[src/rtl/demux4_buf.sv]
// demux4_buf: 1-to-4 valid/ready demultiplexer. Each source beat is steered by
// its lane select into one of four independent FIFOs, and each FIFO drives its
// own valid/ready consumer. Source-side ready depends only on registered
// occupancy, so no consumer ready ever reaches in_ready combinationally.
module demux4_buf #(
   parameter int DATA_WIDTH = 32,
   parameter int DEPTH      = 2
) (
   input  logic                  clk,
   input  logic                  rst,
   input  logic                  in_valid,
   output logic                  in_ready,
   input  logic [1:0]            in_sel,
   input  logic [DATA_WIDTH-1:0] in_data,
   output logic [3:0]            out_valid,
   input  logic [3:0]            out_ready,
   output logic [DATA_WIDTH-1:0] out_data0,
   output logic [DATA_WIDTH-1:0] out_data1,
   output logic [DATA_WIDTH-1:0] out_data2,
   output logic [DATA_WIDTH-1:0] out_data3,
   output logic [3:0]            lane_full,
   output logic                  busy
);

   localparam int PW = $clog2(DEPTH);
   localparam int CW = PW + 1;
   localparam logic [CW-1:0] FULL_CNT = CW'(DEPTH);

   typedef logic [PW-1:0] ptr_t;
   typedef logic [CW-1:0] cnt_t;

   // Pointers wrap for free only when DEPTH is a power of two.
   if (DEPTH < 2 || (DEPTH & (DEPTH - 1)) != 0) begin : g_bad_depth
      $error("demux4_buf: DEPTH must be a power of 2 and at least 2");
   end

   logic [DATA_WIDTH-1:0] mem_q    [4][DEPTH];
   ptr_t                  wr_ptr_q [4];
   ptr_t                  wr_ptr_d [4];
   ptr_t                  rd_ptr_q [4];
   ptr_t                  rd_ptr_d [4];
   cnt_t                  count_q  [4];
   cnt_t                  count_d  [4];
   logic [3:0]            push;
   logic [3:0]            pop;

   // Per-lane status decoded from registered occupancy.
   always_comb begin
      for (int k = 0; k < 4; k++) begin
         out_valid[k] = (count_q[k] != '0);
         lane_full[k] = (count_q[k] == FULL_CNT);
      end
   end

   assign busy     = |out_valid;
   // Refusal of a full lane uses pre-pop state, even if that lane pops now.
   assign in_ready = !rst && !lane_full[in_sel];

   // Head entry of each lane; held stable until that lane pops.
   assign out_data0 = mem_q[0][rd_ptr_q[0]];
   assign out_data1 = mem_q[1][rd_ptr_q[1]];
   assign out_data2 = mem_q[2][rd_ptr_q[2]];
   assign out_data3 = mem_q[3][rd_ptr_q[3]];

   // Next-state pointers and counts for every lane from push/pop handshakes.
   always_comb begin
      // NOTE: every variable here is assigned on every pass before any use,
      // with blocking assignments, so no latch can be inferred.
      for (int k = 0; k < 4; k++) begin
         push[k]     = in_valid && in_ready && (in_sel == 2'(k));
         pop[k]      = out_valid[k] && out_ready[k];
         wr_ptr_d[k] = push[k] ? wr_ptr_q[k] + ptr_t'(1) : wr_ptr_q[k];
         rd_ptr_d[k] = pop[k]  ? rd_ptr_q[k] + ptr_t'(1) : rd_ptr_q[k];
         count_d[k]  = count_q[k] + cnt_t'(push[k]) - cnt_t'(pop[k]);
      end
   end

   // Register update: reset empties all lanes and clears storage, otherwise
   // commit the handshakes and write the accepted beat into its lane.
   always_ff @(posedge clk) begin
      // NOTE: sequential state uses non-blocking assignments so every register
      // samples the pre-edge values regardless of statement order.
      if (rst) begin
         for (int k = 0; k < 4; k++) begin
            wr_ptr_q[k] <= '0;
            rd_ptr_q[k] <= '0;
            count_q[k]  <= '0;
            // NOTE: storage is cleared too, since the head outputs of every
            // lane must read zero straight after reset.
            for (int d = 0; d < DEPTH; d++) begin
               mem_q[k][d] <= '0;
            end
         end
      end else begin
         for (int k = 0; k < 4; k++) begin
            wr_ptr_q[k] <= wr_ptr_d[k];
            rd_ptr_q[k] <= rd_ptr_d[k];
            count_q[k]  <= count_d[k];
            if (push[k]) begin
               mem_q[k][wr_ptr_q[k]] <= in_data;
            end
         end
      end
   end

endmodule

[config.mk]
export PLATFORM = sky130hd
export DESIGN_NAME = demux4_buf
export DESIGN_NICKNAME = d
export VERILOG_FILES = /design/src/rtl/demux4_buf.sv
export SDC_FILE = /design/constraint.sdc
export NUM_CORES = 1
export LEC_CHECK = 0
export BUFFER_PORTS_ARGS = -buffer_cell sky130_fd_sc_hd__buf_2
export CORE_UTILIZATION = 30
export DETAILED_ROUTE_END_ITERATION = 16
export REMOVE_ABC_BUFFERS = 1
export SYNTH_ARGS = -nofsm -noshare
export SYNTH_HDL_FRONTEND = slang
export SYNTH_SLANG_ARGS = --single-unit
[constraint.sdc]
create_clock -name clk -period 2.9 [get_ports clk]
set_clock_uncertainty 0.15 [all_clocks]
set_input_delay 0.58 -clock clk [delete_from_list [all_inputs] [get_ports clk]]
set_output_delay 0.58 -clock clk [all_outputs]
set_load 0.005 [all_outputs]
# Word-level counts from Yosys, hierarchy flattened
# Memory sizes are Yosys's and may differ from the RTL's.
# Index checks and enable logic that the tools add are counted.
# word_totals
latchBits	0
n_memories	4
romBits	0
mem_bits_rw	272
input_bits	41
reg_bits	0
output_inout_bits	138
# op_classes
addsub	16
n_div	0
order_cmp	13
shifts	0
n_mux	313
n_reduce_logical	22
n_mul	0
bitwise	276
n_eq_ne	7
# mem_list
memory	words	word_bits	read_ports	rd_clocked_by_memory_dff	write_ports	line_no	text
mem_q	4	64	4	0	4	37	logic [DATA_WIDTH-1:0] mem_q [4][DEPTH];
count_q	4	2	4	0	4	42	cnt_t count_q [4];
rd_ptr_q	4	1	4	0	4	40	ptr_t rd_ptr_q [4];
wr_ptr_q	4	1	4	0	4	38	ptr_t wr_ptr_q [4];
# op_table
operator	n
$mux 32	16
$mux 1	284
$or 1x1->1	268
$mux 64	4
$demux 32 s1	4
$ge 2x2->1 const B	8
$not 1->2	8
$logic_and 1x1->1	14
$eq 2x2->1 const B	6
$add 1x1->1 const B	8
$add 2x1->2	4
$lt 2x1->1 const B	4
$mux 2	4
$reduce_bool 2->1	4
$sub 2x1->2	4
$reduce_or 4->1	1
$lt 2x3->1 const B	1
$bmux 1 s2	1
$eq 2x1->1 const B	1
$logic_not 1->1	2
$logic_not 2->1	1

# Logic depth before layout (Yosys ltp)
# Gate-level depths: netlist of the first run.
# depth
ltp_word	11
depth_mapped	8

# Worst setup path after synthesis of the first run
# No wires, ideal clock.
# synth_timing
path_type	input to register
from	in in_sel[1]
to	mem mem_q[0][0] in the netlist's numbering, enable pin
setup_ps	375
cell_stages	4
required_ps	2375
slack_ps	275
t_arrival_ps	2100
cell_sequence	buf_2 or4b_4 nor3b_4 or2_2
# synth_rtl
item	line_no	text
start: declaration	13	input logic [1:0] in_sel,
end: declaration	37	

==> impl_metrics.env, run 1 <==
export IMPL_status="finished, final reports clean"
export IMPL_relSlewSlack_pct=45.46
export IMPL_netlist_instances=914
export IMPL_drive_gt1_share_pct=36.37
export IMPL_cts_tree="yes"
export IMPL_regArea_sq_um=7052
export IMPL_grt_first_pass_wirelength_um=44550
export IMPL_die_w_um=198.6
export IMPL_multiInputGateArea_sq_um=4238
export IMPL_grt_max_degree=42
export IMPL_antenna_left=0
export IMPL_synth_cell_types=36
export IMPL_hp_class="in2reg"
export IMPL_total_leakage_power_uw=0.006060
export IMPL_worstPathArrival_ps=1960
export IMPL_synth_area_sq_um=11590
export IMPL_ctsLongestPathBuffers=3
export IMPL_clk_latency_ps=550
export IMPL_num_rows=71
export IMPL_cp_max_fo=19
export IMPL_root_buffer="clkbuf_16"
export IMPL_cts_resized=0
export IMPL_dpl_worst_slack_ps=424.1
export IMPL_worst_slack_ps=214.8
export IMPL_ir_worst_vdd_v=0.0004877
export IMPL_worstMarginPinSlew_ps=818.1
export IMPL_die_h_um=198.6
export IMPL_grt_pass1_vias=7562
export IMPL_power_density_nw_per_um2=755.8
export IMPL_cts_setup_buffers=0
export IMPL_cts_htree_levels=1
export IMPL_met2_usage_pct=25.87
export IMPL_nNetsFinal=1144
export IMPL_synth_edf_count=160
export IMPL_place_gp_congestion=0.7142
export IMPL_synth_flop_cell="edfxtp_1"
export IMPL_drc=0
export IMPL_startpoint="rd_ptr_q[0]"
export IMPL_num_fill_cells=3728
export IMPL_hold_path_end="mem_q[0][21]"
export IMPL_hold_viol=0
export IMPL_r2r_start="count_q[1][0]"
export IMPL_dpl_hpwl_um=19950
export IMPL_criticalPathCategory="reg2out"
export IMPL_cts_made_buffers=31
export IMPL_drt_iter0_markers=277
export IMPL_avgSynthCellArea_sq_um=12.68
export IMPL_endpoint_kind="primary output"
export IMPL_fin_cells=1631
export IMPL_cp_required_ps=2170
export IMPL_antenna_found_initial=2
export IMPL_maxCapViolations=0
export IMPL_rr_worst_depth=6
export IMPL_use_met1_pct=19.20
export IMPL_r2r_slack_ps=830
export IMPL_ys_warn_count=0
export IMPL_vias=7460
export IMPL_dieArea_sq_um=39420
export IMPL_met3_usage_pct=3.594
export IMPL_fmax_mhz=372.4
export IMPL_initial_core_util_pct=30.63
export IMPL_synth_area_top_cells="edfxtp_1 41%, dfxtp_1 19%, mux2_2 12%"
export IMPL_dp_cells=1573
export IMPL_via_per_inst=4.574
export IMPL_areaGrowthSynthToFinish_pct=22.41
export IMPL_rsz0062_at_grt="no"
export IMPL_finalCritPeriodShare_pct=92.59
export IMPL_grt_overflow=0
export IMPL_wl_per_cell_um=18.59
export IMPL_grt_util_all_layers_pct=15.12
export IMPL_min_delay_start="in_data[21]"
export IMPL_num_io_pins=179
export IMPL_drv_slew=0
export IMPL_coreArea_sq_um=37840
export IMPL_dr_pass1_iters=5
export IMPL_hold_path_depth=2
export IMPL_post_synth_top_area_fraction_pct=41.46
export IMPL_layout_common_cells="178 x buf_2, 165 x nand2_1, 160 x edfxtp_1"
export IMPL_synth_seq_cells=272
export IMPL_worstSetupStartpointType="register"
export IMPL_portBuffers=178
export IMPL_top_usage_layer="met2"
export IMPL_ys_seq_area_share_pct=60.80
export IMPL_final_common_cell="buf_2"
export IMPL_path_clk_slew_ps=60
export IMPL_finalWirelength_um=30320
export IMPL_worstReg2RegEnd="mem_q[1][8]"
export IMPL_async_flop_share_pct=0
export IMPL_ctsHoldBuffers=0
export IMPL_synth_top_area_cell="edfxtp_1"
export IMPL_period_needed_ps=2685
export IMPL_setup_viol=0
export IMPL_clkSinkCount=272
[stage by stage]
stage	total power (uW)	util (%)	instance area (sq um)	hold WS (ps)	TNS (ps)
2_1_floorplan	5842	-	11300	281.3	-35360
3_3_place_gp	6938	34.81	13170	288.8	0
3_5_place_dp	6970	34.81	13170	296.7	0
4_1_cts	10870	37.48	14180	188.5	0
5_1_grt	11220	37.48	14180	190.9	0
6_report	10720	37.49	14190	211.8	0
[sequential cells by signal, summed over array words and instances, names as in the netlist]
signal    flops
mem_q       256
wr_ptr_q      4
count_q       8
rd_ptr_q      4
[cell families (layout without fill, tap and decap cells)]
kind of cell | after synthesis | in the layout | share of synthesized area [%]
AND/OR/NAND/NOR | 311 | 311 | 13.04
multiplexers | 225 | 225 | 20.81
other | 0 | 1 | 0
XOR/XNOR | 8 | 8 | 0.6045
AO/OA/AOI/OAI | 14 | 14 | 0.8636
flip-flops | 272 | 272 | 60.80
adder cells (fa/ha/maj) | 8 | 8 | 0.8637
buffers and inverters | 76 | 281 | 3.012
[cell type report]
| class | instances | area share (%) |
|---|---|---|
| well taps | 511 | 4.507 |
| diodes | 1 | 0.01764 |
| flip-flops and latches | 272 | 49.70 |
| clock inverters | 18 | 1.376 |
| repair buffers | 209 | 8.361 |
| multi-input cells | 566 | 29.87 |
| inverters | 15 | 0.4145 |
| clock buffers | 39 | 5.750 |
[per-layer routing]
layer / wire [um] / vias up / share of wire (%)
met3: 1676 / 43 / 5.5
li1: - / 3573 / -
met4: 587 / 2 / 1.9
met2: 14680 / 162 / 48
met1: 13370 / 3680 / 44
met5: 10 / - / 0.033
[critical path, stage by stage, from the launching register on]
cell,delay [ps]
dfxtp_2,630
buf_12,240
mux2_2,380
buf_2,130
[synthesized netlist by cell type (2+ instances only)]
cell,count
a21o_1,2
a21oi_1,2
and2_1,68
buf_2,9
buf_4,6
buf_6,4
clkbuf_1,42
dfxtp_1,112
edfxtp_1,160
ha_1,8
inv_1,13
mux2_2,128
mux2i_1,97
nand2_1,165
nand2b_1,5
nor2_1,11
nor2b_1,6
nor3_1,38
nor4_1,2
o21a_1,4
o21bai_1,2
or2_2,8
or4_1,3
xnor2_1,4
xor2_1,4
[power by group]
part / internal (uW) / leakage, uW / switching (uW)
clock network: 2330 / 0.000486 / 1550
registers: 4370 / 0.00256 / 153
logic: 1080 / 0.00301 / 1240
[worst max path at each step]
stage                          to  slack (ps)  cells after the start
global route        out_data0[22]         130                      3
global placement     mem_q[0][20]         450                      5
finish              out_data0[22]         210                      3
floorplan             mem_q[2][0]        -380                      3
CTS                 out_data0[22]         170                      3
detailed placement   mem_q[0][30]         420                      5
Note: power is estimated with default switching activity, not from simulation.
==> run 2, diff against run 1 <==
clock period = 3.1 ns   (was 2.9 ns; I/O delays follow)
==> impl_metrics.env, run 2 (synthesis results as in run 1) <==
export IMPL_status="finished, final reports clean"
export IMPL_clk_latency_ps=550
export IMPL_worstSetupStartpointType="register"
export IMPL_ctsLongestPathBuffers=3
export IMPL_drive_gt1_share_pct=36.18
export IMPL_num_rows=71
export IMPL_power_frac_seq_pct=42.7
export IMPL_cts_tree="yes"
export IMPL_worstMarginPinSlew_ps=792.9
export IMPL_coreArea_sq_um=37840
export IMPL_drc=0
export IMPL_ctsHoldBuffers=0
export IMPL_grt_pass1_vias=7356
export IMPL_fin_tns_setup_ps=0
export IMPL_top_register="mem_q"
export IMPL_fmax_mhz=348.2
export IMPL_finalCritPeriodShare_pct=92.64
export IMPL_dpl_hpwl_um=19890
export IMPL_hold_viol=0
export IMPL_wl_per_cell_um=18.53
export IMPL_r2r_start="count_q[1][0]"
export IMPL_via_per_inst=4.515
export IMPL_areaGrowthSynthToFinish_pct=22.16
export IMPL_criticalPathCategory="reg2out"
export IMPL_ir_worst_vdd_v=0.0004596
export IMPL_dr_pass1_iters=4
export IMPL_drt_iter0_markers=380
export IMPL_initial_core_util_pct=30.63
export IMPL_path_clk_slew_ps=60
export IMPL_die_w_um=198.6
export IMPL_num_io_pins=179
export IMPL_final_common_cell="buf_2"
export IMPL_portBuffers=178
export IMPL_antenna_left=0
export IMPL_clkSinkCount=272
export IMPL_total_leakage_power_uw=0.006048
export IMPL_place_gp_congestion=0.7234
export IMPL_r2r_slack_ps=870
export IMPL_power_density_nw_per_um2=700.7
export IMPL_grt_util_all_layers_pct=15.19
export IMPL_rsz0062_at_grt="no"
export IMPL_power_frac_clock_pct=35.7
export IMPL_endpoint_kind="primary output"
export IMPL_drv_slew=0
export IMPL_cp_max_fo=18
export IMPL_largest_reg_flops=256
export IMPL_p_int_uw=7190
export IMPL_grt_max_degree=60
export IMPL_hp_class="in2reg"
export IMPL_combPwrFrac_pct=21.7
export IMPL_root_buffer="clkbuf_16"
export IMPL_startpoint="rd_ptr_q[0]"
export IMPL_min_delay_start="rst"
export IMPL_antenna_found_initial=2
export IMPL_period_needed_ps=2872
export IMPL_layout_common_cells="178 x buf_2, 165 x nand2_1, 160 x edfxtp_1"
export IMPL_finalWirelength_um=30140
export IMPL_worstPathArrival_ps=2100
export IMPL_grt_first_pass_wirelength_um=44660
export IMPL_vias=7341
export IMPL_cp_required_ps=2330
export IMPL_switching_share_pct=27.53
export IMPL_p_sw_uw=2731
export IMPL_cts_setup_buffers=0
export IMPL_grt_overflow=0
export IMPL_cts_htree_levels=1
export IMPL_maxCapViolations=0
export IMPL_cts_made_buffers=31
export IMPL_die_h_um=198.6
export IMPL_reg_top3="mem_q: 256 flops, count_q: 8 flops"
export IMPL_nNetsFinal=1139
export IMPL_dpl_worst_slack_ps=495.3
export IMPL_worst_slack_ps=228.1
export IMPL_relSlewSlack_pct=47.14
export IMPL_cts_resized=0
export IMPL_dieArea_sq_um=39420
export IMPL_setup_viol=0
-- run 2: stage by stage --
stage / instances / instance area (sq um) / utilization [%] / power (uW) / hold slack, ps
global placement: 1568 / 13160 / 34.78 / 6487 / 288.6
global route: 1625 / 14160 / 37.41 / 10390 / 216.2
finish: 1626 / 14160 / 37.41 / 9921 / 213.1
detailed placement: 1568 / 13160 / 34.78 / 6508 / 296.2
CTS: 1625 / 14160 / 37.41 / 10070 / 186.2
floorplan: 853 / 11300 / - / 5465 / 281.3
-- run 2: path summary, 6_finish.rpt --
check,endpoint,depth (start not counted)
setup reg to reg,mem_q[1][40],6
hold reg to reg,mem_q[3][54],2
hold / removal,count_q[1][0],2
setup / recovery,out_data0[3],3
-- run 2: power groups by stage --
stage / clock network [uW] / registers (uW) / logic, uW
2_1_floorplan: 0 / 4400 / 1070
3_3_place_gp: 0 / 4300 / 2190
5_1_grt: 3770 / 4260 / 2350
4_1_cts: 3620 / 4240 / 2210
3_5_place_dp: 0 / 4310 / 2200
6_report: 3540 / 4230 / 2150
-- run 2: layout make-up --
cell class                      count  area, sq um
Antenna cell                        1        2.502
Clock buffer                       48        910.9
Clock inverter                      9        83.83
Fill cell                        3696        23690
Inverter                           15        58.81
Multi-Input combinational cell    566         4238
Sequential cell                   272         7052
Tap cell                          511        639.4
Timing Repair Buffer              204         1174
-- run 2: worst max-delay path, cell delays in order, from the launching register on --
cell and delay [ps]:
dfxtp_2 660, buf_4 350, mux2_2 400, buf_2 140
-- run 2: metal layers --
layer  vias to the layer above  routed length (um)  GRT usage (%)
met5                         -                  13              0
met4                         2                 438          2.821
met3                        38                1746          3.510
met2                       164               14660          26.19
met1                      3576               13280          19.46
li1                       3561                   -              -
==> run 3, diff against run 2 <==
ABC_AREA = 1   (was not set)
clock period = 2.5 ns   (was 3.1 ns; I/O delays follow)
==> impl_metrics.env, run 3 <==
export IMPL_synth_cell_types=22
export IMPL_initial_core_util_pct=30.44
export IMPL_portBuffers=178
export IMPL_dpl_hpwl_um=22130
export IMPL_dr_pass1_iters=6
export IMPL_clkSinkCount=272
export IMPL_drv_slew=0
export IMPL_dieArea_sq_um=40010
export IMPL_wl_per_cell_um=14.82
export IMPL_root_buffer="clkbuf_16"
export IMPL_grt_pass1_vias=8166
export IMPL_dpl_worst_slack_ps=141.3
export IMPL_cts_setup_buffers=0
export IMPL_die_w_um=200.0
export IMPL_power_total_uw=11980
export IMPL_worstSetupStartpointType="register"
export IMPL_met2_usage_pct=27.11
export IMPL_areaGrowthSynthToFinish_pct=22.94
export IMPL_synth_area_sq_um=11760
export IMPL_antenna_left=0
export IMPL_cp_cell_sequence="inv_2 > buf_12 > nand2_1 > nand2_1 > buf_2"
export IMPL_critPathTopFamily="buffers and inverters"
export IMPL_dp_cells=2094
export IMPL_grt_max_degree=111
export IMPL_layout_common_cells="484 x nand2_1, 256 x nor2_1, 196 x inv_1"
export IMPL_hold_viol=0
export IMPL_drc=0
export IMPL_holdWs_ps=111.8
export IMPL_top_usage_layer="met2"
export IMPL_synth_seq_cells=272
export IMPL_crit_path_max_incr_delay_ps=320
export IMPL_fmax_mhz=414.8
export IMPL_reg_top3="mem_q: 256 flops, count_q: 8 flops"
export IMPL_coreArea_sq_um=38650
export IMPL_cp_max_fo=21
export IMPL_num_rows=72
export IMPL_vias=9120
export IMPL_post_synth_top_area_fraction_pct=40.84
export IMPL_drt_iter0_markers=525
export IMPL_maxCapViolations=0
export IMPL_synth_area_top_cells="edfxtp_1 41%, dfxtp_1 19%, nand2_1 16%"
export IMPL_die_h_um=200.0
export IMPL_drive_gt1_share_pct=18.27
export IMPL_yosysMostFrequentCell="nand2_1"
export IMPL_grt_first_pass_wirelength_um=47850
export IMPL_total_leakage_power_uw=0.007189
export IMPL_worstMarginPinSlew_ps=621.7
export IMPL_relSlewSlack_pct=58.11
export IMPL_finalWirelength_um=31850
export IMPL_worst_slack_ps=88.94
export IMPL_status="finished, final reports clean"
export IMPL_ir_worst_vdd_v=0.0005028
export IMPL_top_register="mem_q"
export IMPL_worstPathArrival_ps=1760
export IMPL_grt_overflow=0
export IMPL_clk_latency_ps=540
export IMPL_nNetsFinal=1657
export IMPL_synth_common_cells="486 x nand2_1, 256 x nor2_1, 198 x inv_1, 160 x edfxtp_1, 112 x dfxtp_1"
export IMPL_finalCritPeriodShare_pct=96.44
export IMPL_avgSynthCellArea_sq_um=8.203
export IMPL_met3_usage_pct=2.184
export IMPL_power_density_nw_per_um2=828.6
export IMPL_cts_made_buffers=30
export IMPL_rsz0062_at_grt="no"
export IMPL_netlist_instances=1434
export IMPL_cts_htree_levels=1
export IMPL_fin_cells=2149
export IMPL_cts_tree="yes"
export IMPL_diodes=0
export IMPL_place_gp_congestion=0.7729
export IMPL_largest_reg_flops=256
export IMPL_use_met1_pct=21.49
export IMPL_endpoint_kind="primary output"
export IMPL_final_common_cell="nand2_1"
export IMPL_cp_slowest_cell="dfxtp_2"
export IMPL_synth_top_area_cell="edfxtp_1"
export IMPL_via_per_inst=4.244
export IMPL_path_buf_inv=3
export IMPL_ctsHoldBuffers=0
export IMPL_setup_viol=0
export IMPL_ys_warn_count=0
export IMPL_grt_util_all_layers_pct=15.84
export IMPL_path_clk_slew_ps=60
export IMPL_async_flop_share_pct=0
export IMPL_hp_class="in2reg"
export IMPL_ys_seq_area_share_pct=59.90
export IMPL_num_io_pins=179
export IMPL_period_needed_ps=2411
export IMPL_criticalPathCategory="reg2out"
export IMPL_ctsLongestPathBuffers=3
export IMPL_cp_required_ps=1850
export IMPL_cpMostUsedCell="nand2_1"
export IMPL_synth_edf_count=160
export IMPL_synth_flop_cell="edfxtp_1"
export IMPL_antenna_found_initial=1
run 3: layer usage:
metal	part of all wire [%]	vias to the layer above
met5	0.041	-
met1	46	4141
li1	-	4720
met2	48	218
met4	1.4	2
met3	4.8	39
run 3: repair_timing:
item | in CTS | in global routing
endpoints found under the setup margin | 20 | 12
resized for setup | 1 | 5
hold endpoints to repair | 0 | 0
run 3: cell families (layout without fill, tap and decap cells):
| logic type | count (synthesis) | in the layout | synth area share [%] |
|---|---|---|---|
| buf+inv | 272 | 469 | 8.924 |
| fa+ha+maj | 8 | 8 | 0.8509 |
| xor+xnor | 4 | 4 | 0.2978 |
| compound gates | 87 | 87 | 3.733 |
| flops | 272 | 272 | 59.90 |
| simple gates | 791 | 791 | 26.29 |
run 3: path summary, 6_finish.rpt:
check,startpoint,endpoint,slack [ps],depth (start not counted)
setup / recovery,rd_ptr_q[0],out_data0[26],90,5
hold / removal,rst,wr_ptr_q[0],110,2
setup reg to reg,count_q[1][0],mem_q[1][13],420,9
hold reg to reg,count_q[3][1],count_q[3][1],330,1
run 3: report_power, final:
part / internal, uW / switching (uW)
registers: 5040 / 141
clock network: 2620 / 1770
logic: 816 / 1590
run 3: final cells by class:
class / count / area, sq um
clock buffer: 45 / 878.3
clock inverter: 10 / 112.6
tap: 518 / 648.1
timing repair buffer: 213 / 1299
fill: 3880 / 24180
multi-input combinational: 890 / 3712
sequential: 272 / 7053
inverter: 201 / 759.5
run 3: through the flow:
step	TNS, ps	instance area (sq um)	util [%]
6_report	0	14460	37.42
3_5_place_dp	0	13450	34.81
5_1_grt	0	14460	37.42
2_1_floorplan	-863730	11470	-
3_3_place_gp	0	13450	34.81
4_1_cts	0	14450	37.38
